**src/rtl/rv_fetch_queue_pkg.sv**
```systemverilog
// Shared fetch/decode types for the rv_fetch_queue slice.
// Also holds the fetch FSM state encoding and PC step helper.
package rv_fetch_queue_pkg;

    localparam logic [31:0] INSN_BYTES = 32'd4;

    typedef struct packed {
        logic [31:0] pc;
        logic [31:0] instruction;
    } fetch_bus_t;

    typedef enum logic [1:0] {
        S_IDLE = 2'd0,
        S_REQ  = 2'd1,
        S_DROP = 2'd2
    } fetch_state_t;

    function automatic logic [31:0] next_addr(input logic [31:0] a);
        return a + INSN_BYTES;
    endfunction

endpackage

```
**src/rtl/rv_fetch_queue_if.sv**
```systemverilog
// Memory-port and decode-side signals of the fetch unit.
// master = fetch unit, slave = memory/decode environment.
interface rv_fetch_queue_if;
    import rv_fetch_queue_pkg::*;

    logic        o_mem_req;
    logic [31:0] o_mem_addr;
    logic        i_mem_ack;
    logic [31:0] i_mem_data;
    logic        o_valid;
    logic        i_ready;
    fetch_bus_t  o_bus;

    modport master (
        output o_mem_req,
        output o_mem_addr,
        input  i_mem_ack,
        input  i_mem_data,
        output o_valid,
        input  i_ready,
        output o_bus
    );

    modport slave (
        input  o_mem_req,
        input  o_mem_addr,
        output i_mem_ack,
        output i_mem_data,
        input  o_valid,
        output i_ready,
        input  o_bus
    );

endinterface

```
**src/rtl/rv_fetch_queue_fifo.sv**
```systemverilog
// Synchronous prefetch FIFO; flush wins over push and pop.
// Storage is not reset, only pointers and occupancy are.
module rv_fetch_fifo #(
    parameter int WIDTH = 64,
    parameter int DEPTH = 4,
    localparam int AW = $clog2(DEPTH),
    localparam int CW = AW + 1
) (
    input  logic             i_clk,
    input  logic             i_reset_n,
    input  logic             push,
    input  logic             pop,
    input  logic             flush,
    input  logic [WIDTH-1:0] wdata,
    output logic [WIDTH-1:0] rdata,
    output logic [CW-1:0]    count,
    output logic             full,
    output logic             empty
);

    localparam logic [CW-1:0] ONE   = CW'(1);
    localparam logic [CW-1:0] LIMIT = CW'(DEPTH);
    localparam logic [AW-1:0] PONE  = AW'(1);

    logic [WIDTH-1:0] mem [DEPTH];
    logic [AW-1:0]    rd_ptr;
    logic [AW-1:0]    wr_ptr;
    logic             do_push;
    logic             do_pop;

    assign full    = (count == LIMIT);
    assign empty   = (count == '0);
    assign do_push = push && !full;
    assign do_pop  = pop && !empty;
    assign rdata   = mem[rd_ptr];

    always_ff @(posedge i_clk) begin
        if (!i_reset_n) begin
            rd_ptr <= '0;
            wr_ptr <= '0;
            count  <= '0;
        end else if (flush) begin
            rd_ptr <= '0;
            wr_ptr <= '0;
            count  <= '0;
        end else begin
            if (do_push) begin
                wr_ptr <= wr_ptr + PONE;
            end
            if (do_pop) begin
                rd_ptr <= rd_ptr + PONE;
            end
            unique case ({do_push, do_pop})
                2'b10:   count <= count + ONE;
                2'b01:   count <= count - ONE;
                default: count <= count;
            endcase
        end
    end

    always_ff @(posedge i_clk) begin
        if (i_reset_n && !flush && do_push) begin
            mem[wr_ptr] <= wdata;
        end
    end

endmodule

```
**src/rtl/rv_fetch_queue.sv**
```systemverilog
// Instruction fetch unit: single-outstanding memory reads feeding
// a prefetch queue, with redirect flush and stale-response drop.
module rv_fetch_queue
    import rv_fetch_queue_pkg::*;
#(
    parameter logic [31:0] RESET_ADDR = 32'h0000_0000,
    parameter int          DEPTH      = 4
) (
    input  logic              i_clk,
    input  logic              i_reset_n,
    input  logic [31:0]       i_pc_target,
    input  logic              i_pc_select,
    rv_fetch_queue_if.master  fq
);

    localparam int            CW      = $clog2(DEPTH) + 1;
    localparam logic [CW-1:0] ONE     = CW'(1);
    localparam logic [CW-1:0] DEPTH_C = CW'(DEPTH);

    fetch_state_t  state_q, state_d;
    logic [31:0]   req_addr_q, req_addr_d;
    logic [31:0]   next_pc_q, next_pc_d;
    logic          push, pop;
    logic [CW-1:0] fifo_count, count_next;
    logic          fifo_full, fifo_empty;
    logic [63:0]   fifo_rdata;

    // A redirect cancels both queue sides in the same cycle.
    assign push = (state_q == S_REQ) && fq.i_mem_ack
               && !i_pc_select && !fifo_full;
    assign pop  = !fifo_empty && fq.i_ready && !i_pc_select;

    rv_fetch_fifo #(
        .WIDTH (64),
        .DEPTH (DEPTH)
    ) u_fifo (
        .i_clk     (i_clk),
        .i_reset_n (i_reset_n),
        .push      (push),
        .pop       (pop),
        .flush     (i_pc_select),
        .wdata     ({req_addr_q, fq.i_mem_data}),
        .rdata     (fifo_rdata),
        .count     (fifo_count),
        .full      (fifo_full),
        .empty     (fifo_empty)
    );

    always_comb begin
        count_next = fifo_count;
        unique case ({push, pop})
            2'b10:   count_next = fifo_count + ONE;
            2'b01:   count_next = fifo_count - ONE;
            default: count_next = fifo_count;
        endcase
    end

    always_comb begin
        state_d    = state_q;
        req_addr_d = req_addr_q;
        next_pc_d  = next_pc_q;
        unique case (state_q)
            S_IDLE: begin
                if (i_pc_select) begin
                    state_d    = S_REQ;
                    req_addr_d = i_pc_target;
                    next_pc_d  = i_pc_target;
                end else if (count_next < DEPTH_C) begin
                    state_d    = S_REQ;
                    req_addr_d = next_pc_q;
                end
            end
            S_REQ: begin
                if (i_pc_select && fq.i_mem_ack) begin
                    req_addr_d = i_pc_target;
                    next_pc_d  = i_pc_target;
                end else if (i_pc_select) begin
                    // The bus cycle must still complete at req_addr.
                    state_d   = S_DROP;
                    next_pc_d = i_pc_target;
                end else if (fq.i_mem_ack) begin
                    next_pc_d = next_addr(req_addr_q);
                    if (count_next < DEPTH_C) begin
                        req_addr_d = next_addr(req_addr_q);
                    end else begin
                        state_d = S_IDLE;
                    end
                end
            end
            S_DROP: begin
                if (i_pc_select && fq.i_mem_ack) begin
                    state_d    = S_REQ;
                    req_addr_d = i_pc_target;
                    next_pc_d  = i_pc_target;
                end else if (i_pc_select) begin
                    next_pc_d = i_pc_target;
                end else if (fq.i_mem_ack) begin
                    state_d    = S_REQ;
                    req_addr_d = next_pc_q;
                end
            end
            default: state_d = S_IDLE;
        endcase
    end

    always_ff @(posedge i_clk) begin
        if (!i_reset_n) begin
            state_q    <= S_IDLE;
            req_addr_q <= RESET_ADDR;
            next_pc_q  <= RESET_ADDR;
        end else begin
            state_q    <= state_d;
            req_addr_q <= req_addr_d;
            next_pc_q  <= next_pc_d;
        end
    end

    assign fq.o_mem_req  = (state_q == S_REQ) || (state_q == S_DROP);
    assign fq.o_mem_addr = req_addr_q;
    assign fq.o_valid    = !fifo_empty;
    assign fq.o_bus      = fifo_empty ? '0 : fetch_bus_t'(fifo_rdata);

endmodule

```
**src/flat_wrapper.sv**
```systemverilog
// flat-port wrapper written by rule: the top's interface ports become plain ports
module rv_fetch_queue_flat import rv_fetch_queue_pkg::*;
#(
    parameter logic [31:0] RESET_ADDR = 32'h0000_0000,
    parameter int          DEPTH      = 4
)
  (i_clk, i_reset_n, i_pc_target, i_pc_select, fq_o_mem_req, fq_o_mem_addr, fq_i_mem_ack, fq_i_mem_data, fq_o_valid, fq_i_ready, fq_o_bus);
  rv_fetch_queue_if fq_i ();
  input  logic i_clk;
  input  logic i_reset_n;
  input  logic [31:0] i_pc_target;
  input  logic i_pc_select;
  output wire logic [$bits(fq_i.o_mem_req)-1:0] fq_o_mem_req;
  output wire logic [$bits(fq_i.o_mem_addr)-1:0] fq_o_mem_addr;
  input wire logic [$bits(fq_i.i_mem_ack)-1:0] fq_i_mem_ack;
  input wire logic [$bits(fq_i.i_mem_data)-1:0] fq_i_mem_data;
  output wire logic [$bits(fq_i.o_valid)-1:0] fq_o_valid;
  input wire logic [$bits(fq_i.i_ready)-1:0] fq_i_ready;
  output wire logic [$bits(fq_i.o_bus)-1:0] fq_o_bus;
  assign fq_o_mem_req = fq_i.o_mem_req;
  assign fq_o_mem_addr = fq_i.o_mem_addr;
  assign fq_i.i_mem_ack = fq_i_mem_ack;
  assign fq_i.i_mem_data = fq_i_mem_data;
  assign fq_o_valid = fq_i.o_valid;
  assign fq_i.i_ready = fq_i_ready;
  assign fq_o_bus = fq_i.o_bus;
  rv_fetch_queue #(.RESET_ADDR(RESET_ADDR), .DEPTH(DEPTH)) u_core (.i_clk(i_clk), .i_reset_n(i_reset_n), .i_pc_target(i_pc_target), .i_pc_select(i_pc_select), .fq(fq_i));
endmodule
```
**config.mk**
```make
export PLATFORM = sky130hd
export DESIGN_NAME = rv_fetch_queue_flat
export DESIGN_NICKNAME = d
export VERILOG_FILES = /design/src/rtl/rv_fetch_queue_pkg.sv /design/src/rtl/rv_fetch_queue_if.sv /design/src/rtl/rv_fetch_queue_fifo.sv /design/src/rtl/rv_fetch_queue.sv /design/src/flat_wrapper.sv
export SDC_FILE = /design/constraint.sdc
export NUM_CORES = 1
export LEC_CHECK = 0
export BUFFER_PORTS_ARGS = -buffer_cell sky130_fd_sc_hd__buf_2
export CAP_MARGIN = 30
export CORE_MARGIN = 10
export CORE_UTILIZATION = 59
export DETAILED_ROUTE_END_ITERATION = 7
export PLACE_DENSITY_LB_ADDON = 0.05
export REMOVE_ABC_BUFFERS = 1
export SLEW_MARGIN = 20
export SYNTH_ARGS = -nofsm -noshare
export SYNTH_HDL_FRONTEND = slang
export SYNTH_HIERARCHICAL = 1
export SYNTH_SLANG_ARGS = --single-unit
```
**constraint.sdc**
```tcl
create_clock -name i_clk -period 5.14 [get_ports i_clk]
set_input_delay 1.028 -clock i_clk [delete_from_list [all_inputs] [get_ports i_clk]]
set_output_delay 1.028 -clock i_clk [all_outputs]
set_load 0.1 [all_outputs]
```
==> results.md, run 1 <==
- DPL Wire Length: 24840 um
- Row cnt: 58
- Clock tree buffer depth: 3
- Setup Fix Bufs, Post-CTS: 0
- Initial antenna violation count: 1
- Buf/Inv on CP: 2
- Hold slack: 0.4739 ns
- CTS buffer count: 35
- Die ar.: 0.03269 mm2
- Worst min-delay path class: register to register
- Clock network fraction of total power: 30.0%
- Area leader, netlist: edfxtp_1
- Area grow syn2layout: 15.51%
- Area contributors post-synth: edfxtp_1 50%, dfxtp_1 9.8%, mux4_2 9.4%, nor2b_1 3.2%, o21ai_0 2.1%
- RSZ-0062 raised after global routing: false
- Hold Vio Cnt, Final: 0
- Layout cells sized above 1: 26.53%
- Die Ht: 180.8 um
- CTS hold repair buffers: 0
- Slowest library cell on the worst path: dfxtp_4
- Capturing point of the worst reg2reg path: u_core/fq.o_mem_addr[20]
- Crit path kind: register to primary output
- Layout Cells excl Fill: 1658
- Switching portion of total power: 37.74%
- Chip width: 180.8 um
- Prevailing post-synth register cell: edfxtp_1
- Register area share after synthesis: 60.22%
- CP Cell Sequence: buf_4 > mux4_2 > nor2b_1 > buf_2
- Post-CTS resize count: 0
- Iter 0 DRT Violations: 1098
- DRC viols: 0
- Synth top area share: 50.38%
- Total GRT Usage: 23.31%
- Sequential share of power: 40.9%
- Worst rel slew slack: 36.54%
- WL per Instance: 23.72 um
- Placed cell area: 0.01642 mm2
- CTS tree: done
- Crit. path cell count: 4
- Cell Pwr Density: 494.2 mW/mm2
- NetSw: 3.287 mW
- Async SR Flop Fraction: 0%
- Min setup slack post-route: 1.300 ns
- Pre-CTS setup slack: 0.7887 ns
- Drt total wl: 39330 um
- Number of flops mapped to enable cells by yosys: 256
- Setup TNS: 0 ns
- Clock insertion delay at the later pin of the skew report: 0.52 ns
- Final GP Congestion: 0.8986
- Cell-internal power: 5.422 mW
- Period utilization: 74.70%
- Grt ovf: 0
- Worst Setup End Kind: primary output
- Clk slew on worst S/H paths: 0.06 ns
- Post-DR vias/cell: 6.355
- Setup violations, final: 0
- Critical Path End: fq_o_bus[2]
- Synth cell types: 82
- Count of TritonRoute iterations in the first routing pass: 5
- Nets@finish: 1383
- Leak pwr: 6.228 nW
- Synth Instances: 1141
- Slew @ Worst Pin: 0.9432 ns
- Critical Path RT: 4.11 ns
- Core box area: 0.02533 mm2
- Comb pwr share: 29.0%
- Placed insts: 1594
- First-pass GRT wire length: 61360 um
- Yosys warnings: 6
- H-tree Lvls: 2
- Post-layout instance area: 0.01763 mm2
- Seq cells post-synth: 331
- Max-Cap Viols: 0
- Final min period: 3.840 ns
- CP Launch Type: register
- Synthesized area: 0.01526 mm2
- DR vias: 10540
- Critical-path maximum fanout: 40
- Detail Route Antenna Nets: 0
- Port bufs: 166
- FF-to-FF setup slack: 1.33 ns
- Initial Utilization: 60.25%
- Synthesized area per cell: 13.37 um2
- WP data arrival: 2.81 ns
- Largest delay share family, worst path: flip-flops
- Status: finished clean
- Final Max Tran Viols: 0
- Clock skew: 0.01950 ns
- Vias in the first global route: 10680
- Root Driver: clkbuf_16
- Largest net degree at the start of global routing: 69
- R2r startpoint: u_core/state_q[1]
- Peak supply drop: 0.0003797 V
- Total clock sinks: 331
- Worst reg-to-reg path cell count: 15
- CP peak stage delay: 0.85 ns
- Fmax: 0.2604 GHz
- Ports: 167
-- routing by layer --
metal	track usage (%)	vias to the layer above	share of wire [%]
li1	-	4755	-
met1	30.89	5214	41
met2	38.12	500	49
met3	4.535	67	7.6
met4	7.251	0	2.2
met5	0	-	0
-- stage by stage --
| step | total power [mW] | util (%) |
|---|---|---|
| after floorplan | 5.367 | - |
| after global placement | 6.067 | 64.85 |
| after detailed placement | 6.099 | 64.85 |
| after CTS | 8.719 | 69.58 |
| after global routing | 9.070 | 69.59 |
| final | 8.710 | 69.59 |
-- area by class of cell --
class,instances,area [um2]
Multi-Input combinational cell,716,5635
Inverter,19,71.32
Clock buffer,42,912.1
Fill cell,1793,7701
Antenna cell,1,2.502
Clock inverter,21,286.5
Tap cell,330,412.9
Sequential cell,331,9196
Timing Repair Buffer,198,1109
-- cell usage after synthesis (all sizes together), types with 13 or more instances --
cell    number
clkbuf      44
nand3       28
a21oi       51
mux4        64
nor2        66
nor2b       78
o21ai       67
o22ai       16
and3        13
buf         30
dfxtp       75
nand2       69
xnor2       13
nor3        15
xor2        16
edfxtp     256
inv         17
a221oi      21
-- cell usage in the layout (no fill, tap or decap), types with 8 or more instances in the layout --
cell         n
edfxtp_1   256
buf_2      166
nor2b_1     78
dfxtp_1     73
nand2_1     69
nor2_1      66
mux4_2      64
o21ai_0     63
a21oi_1     51
clkbuf_16   35
buf_4       29
nand3_1     27
a221oi_1    21
inv_1       17
xor2_1      16
o22ai_1     16
nor3_1      14
xnor2_1     13
ha_1        12
mux2i_1     10
nand2b_1    10
a22o_1      10
nand4_1     10
or3_1       10
a31oi_1     10
and2_1       9
mux2_2       9
and3_1       8
o31ai_1      8
a22oi_1      8
-- worst min path at each step --
stage	start	to	slack [ns]	cells past startpoint
after floorplan	u_core/next_pc_q[7]	u_core/next_pc_q[7]	0.45	2
after global placement	u_core/next_pc_q[7]	u_core/next_pc_q[7]	0.46	2
final	u_core/next_pc_q[7]	u_core/next_pc_q[7]	0.47	2
after global routing	u_core/next_pc_q[15]	u_core/next_pc_q[15]	0.51	2
after CTS	u_core/next_pc_q[7]	u_core/next_pc_q[7]	0.48	2
after detailed placement	u_core/next_pc_q[7]	u_core/next_pc_q[7]	0.47	2
-- worst reg2reg max path: stages (launching register included) --
cell	delay, ns
dfxtp_1	0.33
inv_1	0.10
ha_1	0.21
nand2_1	0.06
buf_4	0.15
nor3_1	0.38
inv_1	0.09
ha_1	0.24
ha_1	0.28
a21oi_1	0.17
mux2i_1	0.40
xnor2_1	0.19
a22o_1	0.26
buf_4	0.25
or4_1	0.56
nand3_1	0.09
-- sequential cells by signal (all words and copies together) (netlist names), named ones only --
register,cells
u_core/state_q,2
u_core/u_fifo/mem,256
u_core/fq.o_mem_addr,32
u_core/u_fifo/wr_ptr,2
u_core/u_fifo/rd_ptr,2
u_core/next_pc_q,32
u_core/u_fifo/count,3
-- logic make-up after synthesis --
kind of cell	share of synthesized area, %
compound gates	11.29
xor+xnor	1.665
fa+ha+maj	1.115
buf+inv	3.018
flops	60.22
mux	10.77
simple gates	11.92
-- power groups by stage --
stage               combinational, mW  clock [mW]  sequential (mW)
floorplan                        1.19           0             4.18
global placement                 2.46           0             3.60
detailed placement               2.48           0             3.61
CTS                              2.49        2.67             3.56
global route                     2.69        2.77             3.61
finish                           2.53        2.62             3.56
(Power assumes the default switching activity.)
==> run 2, diff against run 1 <==
--- a/config.mk
+++ b/config.mk
@@ -5,10 +5,11 @@
 export SDC_FILE = /design/constraint.sdc
 export NUM_CORES = 1
 export LEC_CHECK = 0
+export ABC_AREA = 1
 export BUFFER_PORTS_ARGS = -buffer_cell sky130_fd_sc_hd__buf_2
 export CAP_MARGIN = 30
 export CORE_MARGIN = 10
-export CORE_UTILIZATION = 59
+export CORE_UTILIZATION = 54
 export DETAILED_ROUTE_END_ITERATION = 7
 export PLACE_DENSITY_LB_ADDON = 0.05
 export REMOVE_ABC_BUFFERS = 1
==> constraint.sdc (replaced) <==
create_clock -name i_clk -period 3.35 [get_ports i_clk]
set_input_delay 0.67 -clock i_clk [delete_from_list [all_inputs] [get_ports i_clk]]
set_output_delay 0.67 -clock i_clk [all_outputs]
set_load 0.1 [all_outputs]
==> run 2 against run 1 <==
  * Combinational power grew 96%
  * Final cell count is 45% higher
  * Wire length up 13%
  * Sequential share of layout area decreased by 5.1 points
  * Die area up 13%
  * Power grew 68%
  * Core utilization decreased by 3.4 points
  * Clock skew is 0.0082 ns lower
  * Non-clock buffer count up 30
  * Clock power grew 50%
  * Largest cell class unchanged
  * Largest power group unchanged
  * Highest routed layer unchanged
==> results.md, run 2 <==
- Vias in the first global route: 13150 (was 10680)
- Row cnt: 63 (was 58)
- Largest register FFs: 256 (unchanged)
- Final Max Tran Viols: 0 (unchanged)
- Worst hold path endpoint: u_core/u_fifo/mem[3][5] (was u_core/next_pc_q[7])
- Area leader, netlist: edfxtp_1 (unchanged)
- Clk slew on worst S/H paths: 0.06 ns (about the same)
- Pre-CTS setup slack: -0.002930 ns (was 0.7887 ns)
- Synthesized area per cell: 8.779 um2 (was 13.37 um2)
- DRC viols: 0 (unchanged)
- Slew @ Worst Pin: 0.7524 ns (was 0.9432 ns)
- Initial Utilization: 54.52% (was 60.25%)
- Largest net degree at the start of global routing: 68 (was 69)
- Clock tree buffer depth: 3 (unchanged)
- Iter 0 DRT Violations: 1105 (was 1098)
- Seq cells post-synth: 331 (unchanged)
- WP data arrival: 2.47 ns (was 2.81 ns)
- Post-DR vias/cell: 5.584 (was 6.355)
- First-pass GRT wire length: 69150 um (was 61360 um)
- Area contributors post-synth: edfxtp_1 48%, dfxtp_1 9.3%, nor2_1 8.4%, nand2_1 6.9%, o21ai_0 6.7% (was edfxtp_1 50%, dfxtp_1 9.8%, mux4_2 9.4%, nor2b_1 3.2%, o21ai_0 2.1%)
- Detail Route Antenna Nets: 0 (unchanged)
- Cell Pwr Density: 748.4 mW/mm2 (was 494.2 mW/mm2)
- Synth top area share: 47.82% (was 50.38%)
- Die Ht: 192.5 um (was 180.8 um)
- Prevailing post-synth register cell: edfxtp_1 (unchanged)
- Critical-path maximum fanout: 40 (unchanged)
- DR vias: 13460 (was 10540)
- Commonest non-fill, non-tap cell in the layout: nor2_1 (was edfxtp_1)
- Layout cells sized above 1: 16.28% (was 26.53%)
- ANT cells: 0 (was 1)
- Layout Cells excl Fill: 2411 (was 1658)
- Capturing point of the worst reg2reg path: u_core/fq.o_mem_addr[12] (was u_core/fq.o_mem_addr[20])
- Most frequent cells after synthesis: 361 x nor2_1, 294 x nand2_1, 256 x edfxtp_1, 214 x o21ai_0, 154 x inv_1 (was 256 x edfxtp_1, 78 x nor2b_1, 75 x dfxtp_1, 69 x nand2_1, 66 x nor2_1)
- Crit path kind: register to primary output (unchanged)
- Setup Fix Bufs, Post-CTS: 0 (unchanged)
- Total GRT Usage: 23.29% (was 23.31%)
- Hold path startpoint: fq_i_mem_data[5] (was u_core/next_pc_q[7])
- Number of flops mapped to enable cells by yosys: 256 (unchanged)
- Largest Register: u_core/u_fifo/mem (unchanged)
- Utilization after layout: 66.20% (was 69.59%)
- Clock insertion delay at the later pin of the skew report: 0.52 ns (about the same)
- Fillers: 2468 (was 1793)
- Min setup slack post-route: 0.2052 ns (was 1.300 ns)
- Initial antenna violation count: 1 (unchanged)
- Worst min-delay path class: input pin to register (was register to register)
- Hold Vio Cnt, Final: 0 (unchanged)
- Peak supply drop: 0.0007952 V (was 0.0003797 V)
- Placed insts: 2344 (was 1594)
- Tot Pwr: 14.60 mW (was 8.710 mW)
- Count of TritonRoute iterations in the first routing pass: 6 (was 5)
- Leading cell types in the layout, fill and taps excluded: 357 x nor2_1, 293 x nand2_1, 256 x edfxtp_1 (was 256 x edfxtp_1, 166 x buf_2, 78 x nor2b_1)
- Synth cell types: 40 (was 82)
- Synthesized area: 0.01607 mm2 (was 0.01526 mm2)
- H-tree Lvls: 2 (unchanged)
- WL per Instance: 18.40 um (was 23.72 um)
- CTS tree: done (unchanged)
- CTS buffer count: 36 (was 35)
- Root Driver: clkbuf_16 (unchanged)
- Die ar.: 0.03707 mm2 (was 0.03269 mm2)
- R2r startpoint: u_core/state_q[1] (unchanged)
- WHS Path Cells: 1 (was 2)
- Area grow syn2layout: 21.41% (was 15.51%)
- Worst rel slew slack: 49.84% (was 36.54%)
- DPL Wire Length: 28780 um (was 24840 um)
- Synth Instances: 1831 (was 1141)
- Port bufs: 166 (unchanged)
- Core box area: 0.02948 mm2 (was 0.02533 mm2)
- Status: finished clean (unchanged)
- Critical Path RT: 2.68 ns (was 4.11 ns)
- Fmax: 0.3180 GHz
- Yosys warnings: 6 (unchanged)
- Max-Cap Viols: 0 (unchanged)
- Worst reg-to-reg path cell count: 21 (was 15)
- Final min period: 3.145 ns
- FF-to-FF setup slack: 0.21 ns (was 1.33 ns)
- Clock skew: 0.01130 ns (was 0.01950 ns)
- Nets@finish: 2075 (was 1383)
- Count leader, synth: nor2_1 (was edfxtp_1)
- Worst Setup End Kind: primary output (unchanged)
- Leak pwr: 7.675 nW (was 6.228 nW)
- Chip width: 192.5 um (was 180.8 um)
- Period utilization: 93.87%
- Setup violations, final: 0 (unchanged)
- Async SR Flop Fraction: 0% (unchanged)
- Register area share after synthesis: 57.17% (was 60.22%)
- CP Launch Type: register (unchanged)
- Grt ovf: 0 (unchanged)
- Ports: 167 (unchanged)
- Setup TNS: 0 ns (unchanged)
- Final GP Congestion: 0.8694 (was 0.8986)
- Drt total wl: 44350 um (was 39330 um)
- Total clock sinks: 331 (unchanged)
## run 2: cell types whose count changed after synthesis, moves of 31 or more
cell and change:
inv_1 +137, mux4_2 -64, nand2_1 +225, nand3_1 +31, nor2_1 +295, nor2b_1 -78, o21ai_0 +151, o21ai_1 +55
o22ai_1 +63
## run 2: power by group
group / switching, mW / total (mW) / internal, mW
Combinational: 3.78 / 4.97 / 1.19
Clock: 1.60 / 3.93 / 2.34
Sequential: 0.665 / 5.70 / 5.03
Total: 6.05 / 14.6 / 8.56
## run 2: timing repair
action,in CTS,in global routing
endpoints found under the hold margin,0,0
hold buffers,0,0
setup endpoints to repair,0,33
resized for setup,0,5
## run 2: layout make-up
| type | instances | area, um2 | share of cell area (%) |
|---|---|---|---|
| timing repair inverter | 1 | 7.507 | 0.03847 |
| inverter | 162 | 614.3 | 3.148 |
| timing repair buffer | 228 | 2290 | 11.73 |
| clock buffer | 41 | 940.9 | 4.821 |
| sequential | 331 | 9196 | 47.12 |
| clock inverter | 25 | 227.7 | 1.167 |
| tap | 390 | 488.0 | 2.500 |
| multi-input combinational | 1233 | 5751 | 29.47 |
## run 2: cells by family after synthesis
logic type               Yosys count  share of synthesized area [%]
buffers and inverters            267                          7.340
AND/OR/NAND/NOR                  756                          18.87
XOR/XNOR                           7                         0.3814
adder cells (fa/ha/maj)           13                          1.059
AO/OA/AOI/OAI                    457                          15.19
flip-flops                       331                          57.17
## run 2: critical path: stages (launching register included)
cell	delay [ns]
dfxtp_4	0.47
inv_4	0.34
buf_12	0.24
nor2_1	0.06
o22ai_1	0.16
inv_1	0.05
nor2_1	0.14
buf_2	0.46
## run 2: layer usage
metal	GRT usage [%]	up-vias	wire length (um)
li1	-	6542	-
met1	30.07	6354	19100
met2	39.59	480	21380
met3	3.542	86	2908
met4	7.215	0	965
met5	0	-	0
## run 2: metrics by stage
stage | hold slack, ns | area, um2
after floorplan | 0.4597 | 15500
after global placement | 0.4969 | 18320
after detailed placement | 0.5019 | 18320
after CTS | 0.3605 | 19490
after global routing | 0.3692 | 19520
final | 0.3748 | 19520
## run 2: worst max path at each step
stage	from	endpoint	slack, ns	depth (start not counted)
after floorplan	u_core/state_q[1]	u_core/u_fifo/mem[0][0]	-2.34	10
after global placement	i_pc_select	u_core/fq.o_mem_addr[13]	0.10	19
after detailed placement	i_pc_select	u_core/fq.o_mem_addr[12]	-0.003	19
after CTS	u_core/state_q[1]	u_core/fq.o_mem_addr[12]	0.08	21
after global routing	u_core/state_q[1]	u_core/fq.o_mem_addr[13]	-0.0002	21
final	register	fq_o_bus[14]	0.21	7
==> run 3, diff against run 2 <==
--- a/config.mk
+++ b/config.mk
@@ -5,11 +5,10 @@
 export SDC_FILE = /design/constraint.sdc
 export NUM_CORES = 1
 export LEC_CHECK = 0
-export ABC_AREA = 1
 export BUFFER_PORTS_ARGS = -buffer_cell sky130_fd_sc_hd__buf_2
 export CAP_MARGIN = 30
 export CORE_MARGIN = 10
-export CORE_UTILIZATION = 54
+export CORE_UTILIZATION = 53
 export DETAILED_ROUTE_END_ITERATION = 7
 export PLACE_DENSITY_LB_ADDON = 0.05
 export REMOVE_ABC_BUFFERS = 1
==> run 3 against run 2 <==
  * Setup slack better by 0.017 ns
  * Clock power up 2%
  * Core utilization down 2.8 points
  * Power down 7.3%
  * Sequential share of layout area up 3.7 points
  * Register-to-register slack better by 0.02 ns
  * Die area down 2.9%
  * Clock-buffer cell count up 4
  * Critical path depth up 8
  * Largest cell class unchanged
  * Largest power group unchanged
==> results.md, run 3 (same netlist as run 1, synthesis figures left out) <==
- Layout cells sized above 1: 29.17% (was 16.28%)
- Commonest non-fill, non-tap cell in the layout: edfxtp_1 (was nor2_1)
- Ports: 167 (unchanged)
- Setup violations, final: 0 (unchanged)
- Final GP Congestion: 0.8627 (was 0.8694)
- Hold path startpoint: fq_i_mem_data[5] (unchanged)
- Cell Pwr Density: 747.8 mW/mm2 (was 748.4 mW/mm2)
- Total clock sinks: 331 (unchanged)
- Peak supply drop: 0.0006938 V (was 0.0007952 V)
- Worst reg-to-reg path cell count: 15 (was 21)
- Die Ht: 189.7 um (was 192.5 um)
- Cell-internal power: 8.381 mW (was 8.558 mW)
- Leak pwr: 6.452 nW (was 7.675 nW)
- NetSw: 5.156 mW (was 6.047 mW)
- Largest net degree at the start of global routing: 69 (was 68)
- Pre-CTS setup slack: -0.02687 ns (was -0.002930 ns)
- WP data arrival: 3.59 ns (was 2.47 ns)
- Port bufs: 166 (unchanged)
- CTS buffer count: 37 (was 36)
- Iter 0 DRT Violations: 949 (was 1105)
- Area grow syn2layout: 18.63% (was 21.41%)
- Largest Register: u_core/u_fifo/mem (unchanged)
- Comb pwr share: 30.6% (was 34.1%)
- Switching portion of total power: 38.09% (was 41.40%)
- WL per Instance: 22.78 um (was 18.40 um)
- Initial antenna violation count: 0 (was 1)
- Sequential share of power: 39.9% (was 39.0%)
- Largest register FFs: 256 (unchanged)
- Detail Route Antenna Nets: 0 (unchanged)
- Placed insts: 1684 (was 2344)
- Min setup slack post-route: 0.2220 ns (was 0.2052 ns)
- DR vias: 10640 (was 13460)
- Clk slew on worst S/H paths: 0.06 ns (about the same)
- Fmax: 0.3197 GHz (was 0.3180 GHz)
- Post-Route M1 WL: 16870 um (was 19100 um)
- Post-DR vias/cell: 6.072 (was 5.584)
- DPL Wire Length: 26100 um (was 28780 um)
- Clock insertion delay at the later pin of the skew report: 0.53 ns (was 0.52 ns)
- Nets@finish: 1421 (was 2075)
- FF-to-FF setup slack: 0.22 ns (was 0.21 ns)
- R2r startpoint: u_core/state_q[1] (unchanged)
- Worst min-delay path class: input pin to register (unchanged)
- Die ar.: 0.03598 mm2 (was 0.03707 mm2)
- Vias in the first global route: 10710 (was 13150)
- Highest routed metal layer: met4 (unchanged)
- Core box area: 0.02855 mm2 (was 0.02948 mm2)
- Final Max Tran Viols: 0 (unchanged)
- Layout Cells excl Fill: 1753 (was 2411)
- Leading cell types in the layout, fill and taps excluded: 256 x edfxtp_1, 166 x buf_2, 78 x nor2b_1 (was 357 x nor2_1, 293 x nand2_1, 256 x edfxtp_1)
- Critical-path maximum fanout: 5 (was 40)
- Period utilization: 93.37% (was 93.87%)
- Clock skew: 0.01502 ns (was 0.01130 ns)
- Capturing point of the worst reg2reg path: u_core/fq.o_mem_addr[20] (was u_core/fq.o_mem_addr[12])
- Count of TritonRoute iterations in the first routing pass: 7 (was 6)
- Critical Path RT: 3.81 ns (was 2.68 ns)
- Root Driver: clkbuf_16 (unchanged)
- Grt ovf: 0 (unchanged)
- Chip width: 189.7 um (was 192.5 um)
- Met2 routed WL: 19350 um (was 21380 um)
- Clock tree buffer depth: 3 (unchanged)
- Clock network fraction of total power: 29.6% (was 26.9%)
- Final min period: 3.128 ns (was 3.145 ns)
- Worst hold path endpoint: u_core/u_fifo/mem[3][5] (unchanged)
- First-pass GRT wire length: 62330 um (was 69150 um)
- Row cnt: 62 (was 63)
- Worst Setup End Kind: register (was primary output)
- Drt total wl: 39930 um (was 44350 um)
- Status: finished clean (unchanged)
- WL met3: 2823 um (was 2908 um)
- CP Launch Type: register (unchanged)
- Total GRT Usage: 21.81% (was 23.29%)
- H-tree Lvls: 2 (unchanged)
- Max-Cap Viols: 0 (unchanged)
- Slew @ Worst Pin: 0.9645 ns (was 0.7524 ns)
- Worst rel slew slack: 35.70% (was 49.84%)
- Worst Setup SP: u_core/state_q[1]
- Initial Utilization: 53.45% (was 54.52%)
- Hold Vio Cnt, Final: 0 (unchanged)
- CTS tree: done (unchanged)
- DRC viols: 0 (unchanged)
- WHS Path Cells: 1 (unchanged)
- RSZ-0062 raised after global routing: false
- Crit path kind: register to register (was register to primary output)
-- run 3: layout make-up --
| class | count | area, um2 |
|---|---|---|
| diodes | 1 | 2.502 |
| clock buffers | 45 | 1028 |
| clock inverters | 23 | 188.9 |
| fillers | 2241 | 10450 |
| inverters | 19 | 71.32 |
| multi-input cells | 716 | 5654 |
| flip-flops and latches | 331 | 9196 |
| well taps | 384 | 480.5 |
| repair buffers | 234 | 1479 |
-- run 3: per-layer routing --
layer	GRT usage, %	up-vias
li1	-	4848
met1	29.24	5278
met2	35.78	445
met3	3.845	73
met4	6.502	0
met5	0	-
-- run 3: worst max path at each step --
stage,end,slack [ns],cells past startpoint
final,u_core/fq.o_mem_addr[20],0.22,15
after global routing,u_core/fq.o_mem_addr[12],0.03,16
after CTS,u_core/fq.o_mem_addr[5],0.16,15
after detailed placement,u_core/fq.o_mem_addr[20],-0.03,15
after global placement,u_core/fq.o_mem_addr[20],0.02,15
after floorplan,u_core/fq.o_mem_addr[4],-3.21,11
-- run 3: stage by stage --
step           instance area [um2]  utilization [%]  hold WS (ns)  total power, mW  setup TNS, ns
2_1_floorplan                14870                -        0.4475            8.235        -348.09
3_3_place_gp                 16860            59.07        0.4620            9.509              0
3_5_place_dp                 16860            59.07        0.4766            9.554       -0.06181
4_1_cts                      18080            63.33        0.3494            13.56              0
5_1_grt                      18100            63.40        0.3606            14.09              0
6_report                     18100            63.41        0.3595            13.54              0
-- run 3: power by group through the flow --
stage               Sequential [mW]  Clock (mW)  Combinational, mW
floorplan                      6.41           0               1.83
global placement               5.47           0               4.04
detailed placement             5.48           0               4.07
CTS                            5.39        4.07               4.09
global route                   5.46        4.25               4.39
finish                         5.40        4.01               4.14
-- run 3: critical path: stages (launching register included) --
cell,delay (ns)
dfxtp_1,0.33
inv_1,0.10
ha_1,0.18
nand2_1,0.08
nor3_2,0.15
inv_1,0.06
ha_1,0.22
ha_1,0.30
a21oi_2,0.14
mux2i_1,0.21
buf_4,0.16
xnor2_1,0.08
a22o_1,0.27
buf_4,0.18
or4_1,0.51
nand3_1,0.09
-- run 3: timing repair --
| item | CTS | global route |
|---|---|---|
| buffers inserted | 0 | 0 |
| hold buffers | 0 | 0 |
| setup endpoints to repair | 0 | 22 |
| gates resized for setup | 0 | 4 |
